File: src/rtl/result_writeback_arb.sv
// Per-lane result FIFOs merged onto one shared BRAM write port by a round-robin arbiter.
// Define RESULT_WB_STATS_EN to add the wr_count / drop_count statistics outputs.
module result_writeback_arb #(
    parameter  int N          = 4,
    parameter  int DW         = 2,
    parameter  int BRAM_DEPTH = 32,
    parameter  int FIFO_DEPTH = 4,
    localparam int RW         = 2*DW + $clog2(N),
    localparam int AW         = $clog2(BRAM_DEPTH),
    localparam int GAW        = $clog2(N*BRAM_DEPTH)
) (
    input  logic            clk,
    input  logic            rst,
    input  logic [N*RW-1:0] lane_data,
    input  logic [N-1:0]    lane_wr_en,
    input  logic [N*AW-1:0] lane_wr_addr,
    output logic            bram_wr_en,
    output logic [GAW-1:0]  bram_wr_addr,
    output logic [RW-1:0]   bram_wr_data,
    input  logic            clr_ovf,
    output logic [N-1:0]    overflow,
`ifdef RESULT_WB_STATS_EN
    output logic [31:0]     wr_count,
    output logic [31:0]     drop_count,
`endif
    output logic            idle
);

    localparam int LW = (N > 1) ? $clog2(N) : 1;
    localparam int PW = $clog2(FIFO_DEPTH) + 1;
    localparam int EW = AW + RW;

    logic [EW-1:0] r_mem  [N][FIFO_DEPTH];
    logic [PW-1:0] r_wptr [N];
    logic [PW-1:0] r_rptr [N];
    logic [LW-1:0] r_rr_ptr;

    logic [N-1:0]   w_empty;
    logic [N-1:0]   w_full;
    logic [N-1:0]   w_pop;
    logic [N-1:0]   w_push;
    logic [N-1:0]   w_drop;
    logic           w_grant_vld;
    logic [LW-1:0]  w_grant_lane;
    logic [EW-1:0]  w_head;
    logic [GAW-1:0] w_glob_addr;

    // Pointers carry one extra MSB so equal low bits can be told apart as full vs empty.
    always_comb begin
        for (int i = 0; i < N; i++) begin
            w_empty[i] = (r_wptr[i] == r_rptr[i]);
            w_full[i]  = (r_wptr[i][PW-1] != r_rptr[i][PW-1]) &&
                         (r_wptr[i][PW-2:0] == r_rptr[i][PW-2:0]);
        end
    end

    // Walk from the highest offset down so the lane closest to r_rr_ptr wins.
    always_comb begin
        int sum;
        w_grant_vld  = 1'b0;
        w_grant_lane = '0;
        sum          = 0;
        for (int off = N-1; off >= 0; off--) begin
            sum = int'(r_rr_ptr) + off;
            if (sum >= N) begin
                sum = sum - N;
            end
            if (!w_empty[LW'(sum)]) begin
                w_grant_vld  = 1'b1;
                w_grant_lane = LW'(sum);
            end
        end
    end

    always_comb begin
        for (int i = 0; i < N; i++) begin
            w_pop[i]  = w_grant_vld && (w_grant_lane == LW'(i));
            w_push[i] = lane_wr_en[i] && (!w_full[i] || w_pop[i]);
            w_drop[i] = lane_wr_en[i] && w_full[i] && !w_pop[i];
        end
    end

    assign w_head      = r_mem[w_grant_lane][r_rptr[w_grant_lane][PW-2:0]];
    assign w_glob_addr = GAW'(w_grant_lane) * GAW'(BRAM_DEPTH) + GAW'(w_head[EW-1:RW]);

    always_ff @(posedge clk) begin
        for (int i = 0; i < N; i++) begin
            if (w_push[i]) begin
                r_mem[i][r_wptr[i][PW-2:0]] <= {lane_wr_addr[i*AW +: AW], lane_data[i*RW +: RW]};
            end
        end
    end

    always_ff @(posedge clk or posedge rst) begin
        if (rst) begin
            for (int i = 0; i < N; i++) begin
                r_wptr[i] <= '0;
                r_rptr[i] <= '0;
            end
        end else begin
            for (int i = 0; i < N; i++) begin
                if (w_push[i]) begin
                    r_wptr[i] <= r_wptr[i] + PW'(1);
                end
                if (w_pop[i]) begin
                    r_rptr[i] <= r_rptr[i] + PW'(1);
                end
            end
        end
    end

    always_ff @(posedge clk or posedge rst) begin
        if (rst) begin
            r_rr_ptr     <= '0;
            bram_wr_en   <= 1'b0;
            bram_wr_addr <= '0;
            bram_wr_data <= '0;
        end else begin
            bram_wr_en <= w_grant_vld;
            if (w_grant_vld) begin
                r_rr_ptr     <= (w_grant_lane == LW'(N-1)) ? '0 : w_grant_lane + LW'(1);
                bram_wr_addr <= w_glob_addr;
                bram_wr_data <= w_head[RW-1:0];
            end
        end
    end

    // A drop in the same cycle as the clear leaves its flag set.
    always_ff @(posedge clk or posedge rst) begin
        if (rst) begin
            overflow <= '0;
        end else begin
            overflow <= (clr_ovf ? '0 : overflow) | w_drop;
        end
    end

    assign idle = (&w_empty) && !bram_wr_en;

`ifdef RESULT_WB_STATS_EN
    logic [31:0] w_drop_n;

    always_comb begin
        w_drop_n = '0;
        for (int i = 0; i < N; i++) begin
            w_drop_n = w_drop_n + 32'(w_drop[i]);
        end
    end

    always_ff @(posedge clk or posedge rst) begin
        if (rst) begin
            wr_count   <= '0;
            drop_count <= '0;
        end else begin
            if (w_grant_vld) begin
                wr_count <= wr_count + 32'd1;
            end
            drop_count <= drop_count + w_drop_n;
        end
    end
`endif

endmodule

File: config.mk
export PLATFORM = sky130hd
export DESIGN_NAME = result_writeback_arb
export DESIGN_NICKNAME = d
export VERILOG_FILES = /design/src/rtl/result_writeback_arb.sv
export SDC_FILE = /design/constraint.sdc
export NUM_CORES = 1
export LEC_CHECK = 0
export CAP_MARGIN = 20
export CORE_AREA = 10 10 142 144
export DETAILED_ROUTE_END_ITERATION = 6
export DIE_AREA = 0 0 152 154
export PLACE_DENSITY = 0.79
export SYNTH_ARGS = -nofsm -noshare
export SYNTH_HDL_FRONTEND = slang
export SYNTH_SLANG_ARGS = --single-unit
export TNS_END_PERCENT = 1
File: constraint.sdc
create_clock -name clk -period 10.5 [get_ports clk]
set_clock_uncertainty 0.2 [all_clocks]
set_input_delay 2.625 -clock clk [delete_from_list [all_inputs] [get_ports clk]]
set_output_delay 2.625 -clock clk [all_outputs]
set_load 0.005 [all_outputs]
==> impl_metrics.py <==
metrics = {
    "floorplanning": {
        "io_pins": 70,
        "row_count": 48,
        "die-area_sq_um": 23400,
        "initial_utilization": 0.546,
        "die_y_um": 154,
        "dieWidth_um": 152,
        "core_area_sq_um": 17200,
    },
    "placed_design": {
        "gp_congestion": 0.872,
        "io_buffers": 69,
        "dp_hpwl_um": 14000,
    },
    "setup_path": {
        "ff2ff_path_depth": 12,
        "crit_path_cell_trace": "xnor2_1 -> nand3_1 -> or4_4 -> nor2_1 -> clkdlybuf4s50_1",
        "cp_max_fo": 23,
        "crit_family": "simple AND/OR/NAND/NOR gates",
        "crit_type": "reg -> out",
        "start_kind": "flip-flop",
        "cp_num_buf_inv": 1,
        "worst_r2r_startpoint": "r_wptr[10]",
        "slowest_stage": "or4_4",
        "critPathMaxStageDelay_ns": 0.77,
        "cp.required_ns": 7.68,
        "worstSetupEndpointType": "primary output",
        "rrSetupSlack_ns": 5.73,
        "cp.arrival_ns": 2.87,
        "reg2reg_to": "bram_wr_addr[3]",
    },
    "timing": {
        "fin_tns_setup_ns": 0,
        "period_share": 0.542,
        "worst_slew_pin_slew_ns": 1.04,
        "setup_viol": 0,
        "min_period_ns": 5.69,
        "rsz0062_at_grt": "false",
        "slew_viol_final": 0,
        "hold_viol_final": 0,
        "slew_headroom": 0.309,
        "fmax_mhz": 176,
    },
    "clock_tree": {
        "cts_resized": 0,
        "clock-sinks": 220,
        "ctsHtreeMaxLevel": 1,
        "clk_pin_slew_ns": 0.06,
        "cts_max_path_buffers": 3,
        "cts_buffers": 22,
        "cts_hold_buf": 0,
        "post-cts-setup-buffer-count": 0,
        "clk-insertion-delay-late_ns": 0.50,
        "cts_tree": "yes",
        "cts_root_buf": "clkbuf_16",
    },
    "layout": {
        "layout-drive-gt1-share": 0.119,
        "multiInputGateArea_sq_um": 2710,
        "regArea_sq_um": 6390,
        "final_nets": 807,
        "areaGrowthSynthToFinish_pct": 17.8,
        "fillerInstances": 1232,
        "insertedDiodeCount": 0,
    },
    "global_routing": {
        "antenna_found_initial": 0,
        "overflow": 0,
        "grtUsageTotal": 0.184,
        "grt_pass1_wl_um": 34200,
        "grt_max_degree": 94,
        "grt_pass1_vias": 5867,
    },
    "synthesis": {
        "syn_nets": 742,
        "ys_seq_area_frac": 0.681,
        "synth_top_area_cell": "edfxtp_1",
        "synth-async-reset-ratio": 0.200,
        "synth_edf_count": 176,
        "ys_ff_latch": 220,
        "ys_warn_count": 0,
        "synth_area_leaders": "edfxtp_1 (56%), dfrtp_1 (12%), nand2_1 (4.2%)",
        "yosys-top-cells-count": "edfxtp_1 (176), nand2_1 (105), a21oi_1 (56)",
        "synthCells": 670,
        "synth_top_area_share": 0.564,
        "syn_avg_cell_area_sq_um": 14.0,
        "synth_area_sq_um": 9380,
        "yosysMostFrequentCell": "edfxtp_1",
        "synth_ff_type": "edfxtp_1",
        "synth_cell_types": 51,
    },
    "routing": {
        "drt_iter0_markers": 584,
        "dr.pass1.iters": 5,
        "wl_per_cell_um": 23.0,
        "drc": 0,
        "vias": 5882,
        "routed_via_density": 6.03,
        "wl_um": 22400,
        "final_antenna_net_count": 0,
    },
    "flow_run": {
        "maxCapViolCount": 0,
    },
    "run_status": {
        "status": "finished, final reports clean",
    },
    "min_path": {
        "hold_depth": 1,
        "hold_start": "r_wptr[2]",
        "min_path_type": "reg -> reg",
        "whs_endpoint": "r_wptr[2]",
    },
}
-- cell families (layout without fill, tap and decap cells) --
family,Yosys count,count (layout),synth area share
adder cells (fa/ha/maj),21,21,0.0280
buffers and inverters,60,140,0.0320
XOR/XNOR,31,31,0.0306
multiplexers,28,28,0.0307
AO/OA/AOI/OAI,151,151,0.124
AND/OR/NAND/NOR,159,159,0.0733
flip-flops,220,220,0.681
-- sequential cells by signal, indices dropped and copies added, names as in the netlist --
register / count
r_rr_ptr: 2
bram_wr_data: 6
bram_wr_addr: 7
bram_wr_en: 1
r_wptr: 12
r_mem: 176
r_rptr: 12
overflow: 4
-- per-stage QoR --
stage               std cells  instance area [sq um]  hold slack (ns)  worst slack (ns)  utilization
global placement          932                  10200            0.276              5.43        0.594
detailed placement        935                  10200            0.281              5.36        0.596
global route              975                  11000            0.312              4.68        0.643
CTS                       974                  11000            0.294              4.83        0.642
finish                    975                  11000            0.287              4.81        0.643
floorplan                 670                   9380            0.262              5.79            -
-- layer usage --
| metal | GRT usage | vias up | share of wire |
|---|---|---|---|
| met5 | 0 | - | 0 |
| met4 | 0.0514 | 0 | 0.024 |
| met3 | 0.0321 | 46 | 0.085 |
| met2 | 0.311 | 312 | 0.48 |
| met1 | 0.239 | 2894 | 0.41 |
| li1 | - | 2630 | - |
-- cell type report --
| class | count | area share |
|---|---|---|
| Tap cell | 225 | 0.0255 |
| Multi-Input combinational cell | 390 | 0.245 |
| Timing Repair Buffer | 79 | 0.0715 |
| Sequential cell | 220 | 0.578 |
| Clock buffer | 25 | 0.0537 |
| Inverter | 22 | 0.00770 |
| Clock inverter | 14 | 0.0184 |
-- cell usage in the layout (no fill, tap or decap), types with 5 or more instances in the layout --
cell type        synthesis  layout
mux2_2                   6       6
buf_4                    6       6
clkinv_2                 0       6
bufinv_16                0       5
inv_1                   20      19
clkbuf_16                0      23
a21oi_1                 56      56
edfxtp_1               176     176
a211oi_2                11      11
xor2_1                  10      10
ha_1                    21      21
mux2i_1                 22      22
a221oi_2                10      10
and2_1                  11      11
xnor2_1                 19      19
nor2_1                  21      21
dfrtp_1                 44      44
a221oi_1                12      12
a32oi_1                 22      22
nand2_1                105     105
o21ai_0                 10      10
clkdlybuf4s50_1          0      69
a211oi_1                12      12
-- how the worst max path moves through the flow --
stage	cells past startpoint	slack (ns)	end	startpoint
2_1_floorplan	6	5.79	idle	r_wptr[9]
3_3_place_gp	5	5.43	idle	r_wptr[10]
3_5_place_dp	5	5.36	idle	r_wptr[9]
4_1_cts	5	4.83	idle	r_wptr[10]
5_1_grt	5	4.68	idle	r_wptr[10]
6_report	5	4.81	idle	r_wptr[10]
Power is left out: the tool's default activity adds up to more than one toggle a clock period on the data nets, which glitch-free logic cannot reach.
